File: src/rtl/i2s_pkg.sv
// Shared definitions for the i2s transmitter path: burst size, sample format
// and the feeder FSM encoding (also used by the bench for state checks).
package i2s_pkg;

   localparam int unsigned BURST_LEN = 512;
   localparam int unsigned SAMPLE_W  = 16;
   localparam int unsigned BYTE_W    = 8;

   typedef struct packed {
      logic [BYTE_W-1:0] hi;
      logic [BYTE_W-1:0] lo;
   } pcm_sample_t;

   typedef enum logic [2:0] {
      ST_IDLE    = 3'd0,
      ST_PULSE   = 3'd1,
      ST_GAP     = 3'd2,
      ST_WAIT_HI = 3'd3,
      ST_WAIT_LO = 3'd4
   } feed_state_t;

endpackage

File: src/rtl/sync_fifo.sv
// Single-clock FIFO with registered read data and an occupancy count.
// A push into a full FIFO is accepted only when a pop frees a slot that same cycle.
module sync_fifo #(
   parameter int unsigned WIDTH = 16,
   parameter int unsigned DEPTH = 16
) (
   input  logic                   clk,
   input  logic                   rst,
   input  logic                   push,
   input  logic [WIDTH-1:0]       wdata,
   input  logic                   pop,
   output logic [WIDTH-1:0]       rdata,
   output logic                   full_c,
   output logic                   empty_c,
   output logic [$clog2(DEPTH):0] level
);

   localparam int unsigned AW = $clog2(DEPTH);
   localparam int unsigned LW = AW + 1;

   logic [WIDTH-1:0] mem [DEPTH];
   logic [AW-1:0]    wr_ptr;
   logic [AW-1:0]    rd_ptr;
   logic             do_push;
   logic             do_pop;

   assign full_c  = (level == LW'(DEPTH));
   assign empty_c = (level == '0);
   assign do_pop  = pop && !empty_c;
   assign do_push = push && (!full_c || do_pop);

   // Storage array carries no reset
   always_ff @(posedge clk) begin
      if (do_push) mem[wr_ptr] <= wdata;
   end

   always_ff @(posedge clk or posedge rst) begin
      if (rst) begin
         wr_ptr <= '0;
         rd_ptr <= '0;
         level  <= '0;
         rdata  <= '0;
      end else begin
         if (do_push) wr_ptr <= wr_ptr + 1'b1;
         if (do_pop) begin
            rd_ptr <= rd_ptr + 1'b1;
            rdata  <= mem[rd_ptr];
         end
         case ({do_push, do_pop})
            2'b10:   level <= level + 1'b1;
            2'b01:   level <= level - 1'b1;
            default: level <= level;
         endcase
      end
   end

endmodule

File: src/rtl/pcm_byte_feeder.sv
// Packs UART bytes into 16-bit PCM samples (low byte first), buffers them and
// loads the i2s transmitter memory in bursts over the init/dta/busy handshake.
module pcm_byte_feeder
   import i2s_pkg::*;
#(
   parameter int unsigned BURST      = BURST_LEN,
   parameter int unsigned FIFO_DEPTH = 16
) (
   input  logic                        clk,
   input  logic                        rst,
   input  logic [BYTE_W-1:0]           rx_data,
   input  logic                        rx_valid,
   output logic [SAMPLE_W-1:0]         dta,
   output logic                        init,
   input  logic                        busy,
   output logic [$clog2(FIFO_DEPTH):0] level,
   output logic                        overrun,
   output logic                        bursting
);

   localparam int unsigned WCW = $clog2(BURST);

   feed_state_t       state;
   feed_state_t       state_nx;
   logic [WCW-1:0]    wcnt;
   logic [WCW-1:0]    wcnt_nx;
   logic              half;
   logic [BYTE_W-1:0] low_byte;
   pcm_sample_t       push_word;
   logic              push_c;
   logic              pop_c;
   logic              full_c;
   logic              empty_c;

   // Byte packer: first byte of a pair is held, second completes the sample
   always_ff @(posedge clk or posedge rst) begin
      if (rst) begin
         half     <= 1'b0;
         low_byte <= '0;
      end else if (rx_valid) begin
         half <= ~half;
         if (!half) low_byte <= rx_data;
      end
   end

   assign push_c    = rx_valid && half;
   assign push_word = {rx_data, low_byte};

   // The FIFO read register doubles as the dta output register
   sync_fifo #(
      .WIDTH (SAMPLE_W),
      .DEPTH (FIFO_DEPTH)
   ) u_fifo (
      .clk     (clk),
      .rst     (rst),
      .push    (push_c),
      .wdata   (push_word),
      .pop     (pop_c),
      .rdata   (dta),
      .full_c  (full_c),
      .empty_c (empty_c),
      .level   (level)
   );

   // Burst loader: IDLE->PULSE->GAP per word, then wait for the buffer to play out
   always_comb begin
      state_nx = state;
      wcnt_nx  = wcnt;
      pop_c    = 1'b0;
      case (state)
         ST_IDLE: begin
            if (!empty_c && !busy) begin
               pop_c    = 1'b1;
               state_nx = ST_PULSE;
            end
         end
         ST_PULSE: begin
            if (wcnt == WCW'(BURST - 1)) begin
               wcnt_nx  = '0;
               state_nx = ST_WAIT_HI;
            end else begin
               wcnt_nx  = wcnt + 1'b1;
               state_nx = ST_GAP;
            end
         end
         ST_GAP:     state_nx = ST_IDLE;
         ST_WAIT_HI: if (busy)  state_nx = ST_WAIT_LO;
         ST_WAIT_LO: if (!busy) state_nx = ST_IDLE;
         default:    state_nx = ST_IDLE;
      endcase
   end

   always_ff @(posedge clk or posedge rst) begin
      if (rst) begin
         state    <= ST_IDLE;
         wcnt     <= '0;
         init     <= 1'b0;
         bursting <= 1'b0;
         overrun  <= 1'b0;
      end else begin
         state    <= state_nx;
         wcnt     <= wcnt_nx;
         init     <= (state_nx == ST_PULSE);
         bursting <= (wcnt_nx != '0) || (state_nx != ST_IDLE);
         if (push_c && full_c && !pop_c) overrun <= 1'b1;
      end
   end

endmodule

File: config.mk
export PLATFORM = sky130hd
export DESIGN_NAME = pcm_byte_feeder
export DESIGN_NICKNAME = d
export VERILOG_FILES = /design/src/rtl/i2s_pkg.sv /design/src/rtl/sync_fifo.sv /design/src/rtl/pcm_byte_feeder.sv
export SDC_FILE = /design/constraint.sdc
export NUM_CORES = 1
export LEC_CHECK = 0
export CAP_MARGIN = 15
export CORE_MARGIN = 2
export CORE_UTILIZATION = 45
export DETAILED_ROUTE_END_ITERATION = 16
export HOLD_SLACK_MARGIN = 0.05
export PLACE_DENSITY_LB_ADDON = 0.08
export SLEW_MARGIN = 25
export SYNTH_ARGS = -nofsm -noshare
export SYNTH_HDL_FRONTEND = slang
export SYNTH_SLANG_ARGS = --single-unit
File: constraint.sdc
create_clock -name clk -period 3.15 [get_ports clk]
set_input_delay 0.4725 -clock clk [delete_from_list [all_inputs] [get_ports clk]]
set_output_delay 0.4725 -clock clk [all_outputs]
set_load 0.02 [all_outputs]
Word level (Yosys, flattened, before mapping). Memories as Yosys holds them, arrays and structs flattened. A register that Yosys moved wholly into a read port is not among the register bits. Index checks and enable logic that the tools add are counted. Widths: inputs -> output; s select.

Register bits after elaboration: 37. RAM bits: 256. Bits of input ports: 12. Word-level logic and storage cells: 55. Memories: 1.

Memory list: u_fifo.mem (words 16, bits a word 16, rd ports 1, clocked after memory_dff 1, wr ports 1, RTL line sync_fifo.sv:21) `logic [WIDTH-1:0] mem [DEPTH];`.

$add $sub $neg: 5. Equality and inequality tests: 8. Mux-type cells: 12. Bitwise logic cells: 1. Reductions and logical operators: 18.

Operators with widths (count): $mux 9 (2); $pmux 3 s4 (1); $pmux 5 s2 (1); $add 9x1->9 const B (1); $eq 9x9->1 const B (1); $mux 3 (3); $reduce_bool 9->1 (1); $add 4x1->4 const B (2); $eq 3x1->1 const B (2); $logic_and 1x1->1 (6); $add 5x1->5 const B (1); $eq 5x5->1 const B (1); $logic_not 5->1 (1); $mux 1 (5); $sub 5x1->5 const B (1); $logic_not 1->1 (4); $eq 3x2->1 const B (1); $eq 3x3->1 const B (1); $logic_not 3->1 (1); $reduce_bool 3->1 (1); $eq 2x1->1 const B (1); $eq 2x2->1 const B (1); $logic_or 1x1->1 (2); $reduce_and 2->1 (1); other kinds (2) (2).

Depth between registers and ports, before layout. Gate-level depths: netlist of run 1.

Depth after elaboration: 10. Gate-level depth with buffers: 11. Gate-level depth less buffers: 10.

Modules after synthesis. Synthesis of run 1 repeated with hierarchy kept, for this count alone.

Cell total of the unflattened synthesis: 635. Area, all modules: 12388.1 sq um.

Modules (own cells, without submodules): sync_fifo (instances 1, cells each 520, area an instance 11159.5 sq um); pcm_byte_feeder (instances 1, cells each 115, area an instance 1228.7 sq um).

Worst setup path before layout of run 1. No wires, ideal clock.

Path kind: reg2reg. Start point: register state[1]. End point: memory u_fifo.mem[4][0], enable pin. Setup time: 409 ps. Arrival: 2632 ps. Required time: 2741 ps. Setup slack: 109 ps. Stages on the path, launching flop included: 6. Path buffers: 1. Period minus slack after synthesis: 3041 ps. Path through: dfrtp_1 buf_6 or4_4 a31oi_2 nand2_1 nor3_1.

Word-level cells in the longest chain between the ends: 7.

RTL lines: start, declared (RTL line pcm_byte_feeder.sv:23) `feed_state_t state;`; start signal, assigned (RTL line pcm_byte_feeder.sv:101) `state <= state_nx;`; $logic_not 3->1 (RTL line pcm_byte_feeder.sv:70) `case (state)`; $mux 1 (RTL line pcm_byte_feeder.sv:70); $logic_and 1x1->1 (RTL line sync_fifo.sv:29) `assign do_pop = pop && !empty_c;`; $logic_or 1x1->1 (RTL line sync_fifo.sv:30) `assign do_push = push && (!full_c || do_pop);`; $logic_and 1x1->1 (RTL line sync_fifo.sv:30); $mux 1 (RTL line sync_fifo.sv:34) `if (do_push) mem[wr_ptr] <= wdata;`; $mux 1 (not written as such) (RTL line sync_fifo.sv:34); end, declared (RTL line sync_fifo.sv:21).

No other way between the ends.

Worst setup path after layout of run 1.
Start point: register wcnt[0]. End point: register bursting.

Word-level cells in the longest chain between the ends: 5. Elaborated cells between the ends (all ways): 9. Those cells by class: add/sub: 1; eq/ne: 1; mux: 4; reduce/logical: 3.

RTL lines: start, declared (RTL line pcm_byte_feeder.sv:25) `logic [WCW-1:0] wcnt;`; start signal, assigned (RTL line pcm_byte_feeder.sv:102) `wcnt <= wcnt_nx;`; $add 9x1->9 / $eq 9x9->1 (equally long branches) (RTL line pcm_byte_feeder.sv:82, pcm_byte_feeder.sv:78); $mux 9 (*) (RTL line pcm_byte_feeder.sv:78) `if (wcnt == WCW'(BURST - 1)) begin`; $mux 9 (*) (RTL line pcm_byte_feeder.sv:70); named net wcnt_nx[6] (RTL line pcm_byte_feeder.sv:26) `logic [WCW-1:0] wcnt_nx;`; $reduce_bool 9->1 (*) (RTL line pcm_byte_feeder.sv:104) `bursting <= (wcnt_nx != '0) || (state_nx != ST_IDLE);`; $logic_or 1x1->1 (*) (RTL line pcm_byte_feeder.sv:104); end signal, assigned (RTL line pcm_byte_feeder.sv:104); end, declared (RTL line pcm_byte_feeder.sv:18) `output logic bursting`.

The timed path passes the listed nets; every way through them passes the cells marked *. A chain may end at the register's enable or synchronous reset.

==> reports/qor.txt, run 1 <==
Seq pwr share: 0.440
post-synthesis instance total: 649
Comb power frac: 0.267
leakage: 4.92 nW
RSZ-0062 raised after global routing: no
final WL: 26900 µm
class of the worst hold path: input port to async pin
Tcrit/Tclk final: 0.936
drt wl/cell: 24.7 µm
Initial Util: 0.456
largest net degree at the start of global routing: 31
Slew Limit Fails: 0
standard-cell rows: 60
CP Data Required Time: 3.59 ns
Worst path top cell family by delay: simple AND/OR/NAND/NOR gates
P_int: 9.50 mW
critical-path cell list: ha_1 -> nand3_1 -> nor2_1 -> and3_1 -> ha_1 -> or4b_1 -> or4_1 -> o311ai_1 -> nor2_2 -> nand4_1
Syn Std Cell Area: 0.0123 mm²
antenna-violating nets left: 0
DRC Markers: 0
met2 wire len: 13400 µm
Detailed Place HPWL: 17200 µm
Die W: 169 µm
Final #Nets: 745
WL met3: 1200 µm
vias in the first global route: 6458
post-CTS sizing: 0
part of the Yosys area used for sequential elements: 0.735
Reg2Reg Setup Slack: 0.20 ns
syn_nets: 669
CTS buffer count: 34
synth warn: 0
Layout area overhead: 18.6%
Max Fclk: 339 MHz
CP arrival: 3.38 ns
core area: 0.0269 mm²
post-synth top area share: 0.627
critical path class: flip-flop to flip-flop
critical path endpoint category: flip-flop
CTS tree: done
vias: 6239
die area: 0.0286 mm²
max_cap viols: 0
status: complete, no violations
Fin. Hold Viols: 0
Initial DRC Count: 611
Top cell by count, worst path: ha_1
clk_lat worst skew: 0.51 ns
first-pass GRT wire length: 41100 µm
total global routing overflow: 0
gr usage total: 0.197
number of setup buffers added after CTS: 0
clock buffer depth: 3
setup tns final: 0 ns
clock share of power: 0.293
crit start category: flip-flop
Tot Pwr: 13.7 mW
Area contributors post-synth: edfxtp_1 (63%), mux4_2 (12%), dfrtp_1 (11%), mux2i_1 (2.7%), a221oi_1 (1.1%)
Seq cells post-synth: 309
worst vdd ir: 0.491 mV
PwrDens: 944 mW/mm²
first drt pass iteration count: 5
I/O pin cnt: 36
Max Clock Skew: 0.0138 ns
Reg clk slew, reported paths: 0.06 ns
Post-Syn Area per Cell: 18.9 µm²
final setup vio count: 0
WP buf/inv: 0
min cycle time layout: 2.95 ns
number of diodes: 0
# H-tree levels: 2
crit-path max FO: 11
cell taking the most area after synthesis: edfxtp_1
Max stage delay on crit path: 0.62 ns
Unique masters post-synth: 48
Clock Sinks: 309
Hold-fix buffers, CTS: 0
pre-CTS setup slack: 0.137 ns
WL met1: 11700 µm
worst slew slack as a fraction of its limit: 0.453
Clock Root Buffer: clkbuf_16
Slowest-stage cell, CP: or4b_1
worst hold slack: 0.379 ns
vias per cell: 5.71
Worst-Margin Slew: 0.818 ns
number of antenna violations at the first check in global routing: 0
Fillers: 2073
DR top layer: met4
setup ws final: 0.202 ns
P_sw: 4.23 mW
Net Sw Frac: 0.308
share of layout cells above drive strength 1: 0.245
Vert. Die Dim: 169 µm
IO buf count: 35
final weighted congestion of routability-driven global placement: 0.859
==> cell type report <==
type,count,area [µm²],share of cell area
well taps,341,427,0.0293
flip-flops and latches,309,9020,0.620
repair buffers,77,828,0.0570
inverters,12,45.0,0.00310
multi-input cells,291,3070,0.211
clock buffers,50,1010,0.0698
clock inverters,12,135,0.00929
==> Yosys cell counts, drive strengths merged <==
cell type and instances:
edfxtp 256, mux4 65, dfrtp 53, mux2i 33, nor2 31, nand2 30
clkbuf 19, buf 18, a221oi 15, o21ai 14, inv 12, and2 10
mux2 9, ha 8, nand3 8, a31oi 7, xnor2 7, a21oi 5
nor3 5, and3 4, nand4 4, nand2b 3, nor2b 3, o22ai 3
o31ai 3, or4 3, xor2 3, a2111oi 2, nor4 2, o211ai 2
o221ai 2, or4b 2, a21boi 1, a21o 1, a41o 1, nand3b 1
nor3b 1, o311ai 1, or3 1, or3b 1
==> through the flow <==
| step | std cells | cell area (µm²) | utilization |
|---|---|---|---|
| floorplan | 649 | 12300 | - |
| CTS | 1092 | 14500 | 0.541 |
| global placement | 1030 | 13400 | 0.498 |
| global route | 1092 | 14500 | 0.541 |
| detailed placement | 1030 | 13400 | 0.498 |
| finish | 1092 | 14500 | 0.541 |
==> flip-flops by register name, indices dropped and copies added, names as in the netlist <==
register,count
bursting,1
half,1
init,1
low_byte,8
overrun,1
state,3
u_fifo.level,5
u_fifo.mem,256
u_fifo.rd_ptr,4
u_fifo.rdata,16
u_fifo.wr_ptr,4
wcnt,9
==> power groups by stage <==
stage | clock [mW] | combinational (mW) | sequential, mW
floorplan | 0 | 2.48 | 5.80
global placement | 0 | 3.68 | 6.10
detailed placement | 0 | 3.71 | 6.15
CTS | 4.12 | 3.73 | 6.07
global route | 4.26 | 3.97 | 6.16
finish | 4.02 | 3.66 | 6.04
==> final timing paths <==
path                       startpoint                to  cells after the start
setup / recovery              wcnt[0]          bursting                     10
hold / removal                    rst           wcnt[4]                      2
setup reg to reg              wcnt[0]          bursting                     10
hold reg to reg               overrun           overrun                      1
max in group asynchronous         rst  u_fifo.rdata[14]                      3
min in group clk              overrun           overrun                      1
==> kinds of logic after synthesis <==
group / count (synthesis) / share of synthesized area
mux: 107 / 0.155
flops: 309 / 0.735
xor+xnor: 10 / 0.00714
buf+inv: 49 / 0.0168
fa+ha+maj: 8 / 0.00816
compound gates: 57 / 0.0328
simple gates: 109 / 0.0453
==> cell usage in the layout, fill, tap and decap left out, types with 6 or more instances in the layout <==
| cell type | Yosys | layout |
|---|---|---|
| dfrtp_1 | 53 | 50 |
| clkdlybuf4s50_1 | 0 | 35 |
| o21ai_0 | 13 | 13 |
| nand3_1 | 8 | 8 |
| mux2_2 | 9 | 9 |
| clkbuf_1 | 19 | 9 |
| edfxtp_1 | 256 | 256 |
| a221oi_1 | 15 | 15 |
| and2_1 | 10 | 10 |
| buf_12 | 0 | 13 |
| nor2_1 | 30 | 26 |
| mux2i_1 | 33 | 33 |
| xnor2_1 | 7 | 7 |
| clkbuf_16 | 0 | 37 |
| buf_4 | 0 | 29 |
| ha_1 | 8 | 8 |
| nand2_1 | 30 | 30 |
| mux4_2 | 65 | 65 |
| a31oi_1 | 6 | 6 |
| inv_1 | 12 | 11 |
==> worst reg2reg max path, stage by stage (launching register included) <==
cell and delay [ns]:
dfrtp_1 0.50, ha_1 0.35, nand3_1 0.16, nor2_1 0.07, and3_1 0.18, ha_1 0.19, or4b_1 0.62, or4_1 0.52
o311ai_1 0.15, nor2_2 0.06, nand4_1 0.08
==> layer usage <==
metal / vias up / track usage
met3: 45 / 0.0267
li1: 2763 / -
met1: 3260 / 0.273
met4: 0 / 0.0554
met2: 171 / 0.330
met5: - / 0
(Power assumes the default switching activity.)
==> inputs of run 2 (changes only) <==
--- a/config.mk
+++ b/config.mk
@@ -11,6 +11,7 @@
 export DETAILED_ROUTE_END_ITERATION = 16
 export HOLD_SLACK_MARGIN = 0.05
 export PLACE_DENSITY_LB_ADDON = 0.08
+export SKIP_LAST_GASP = 1
 export SLEW_MARGIN = 25
 export SYNTH_ARGS = -nofsm -noshare
 export SYNTH_HDL_FRONTEND = slang
==> results of run 2 <==
Final layout, timing and power as in run 1 (identical DEF).
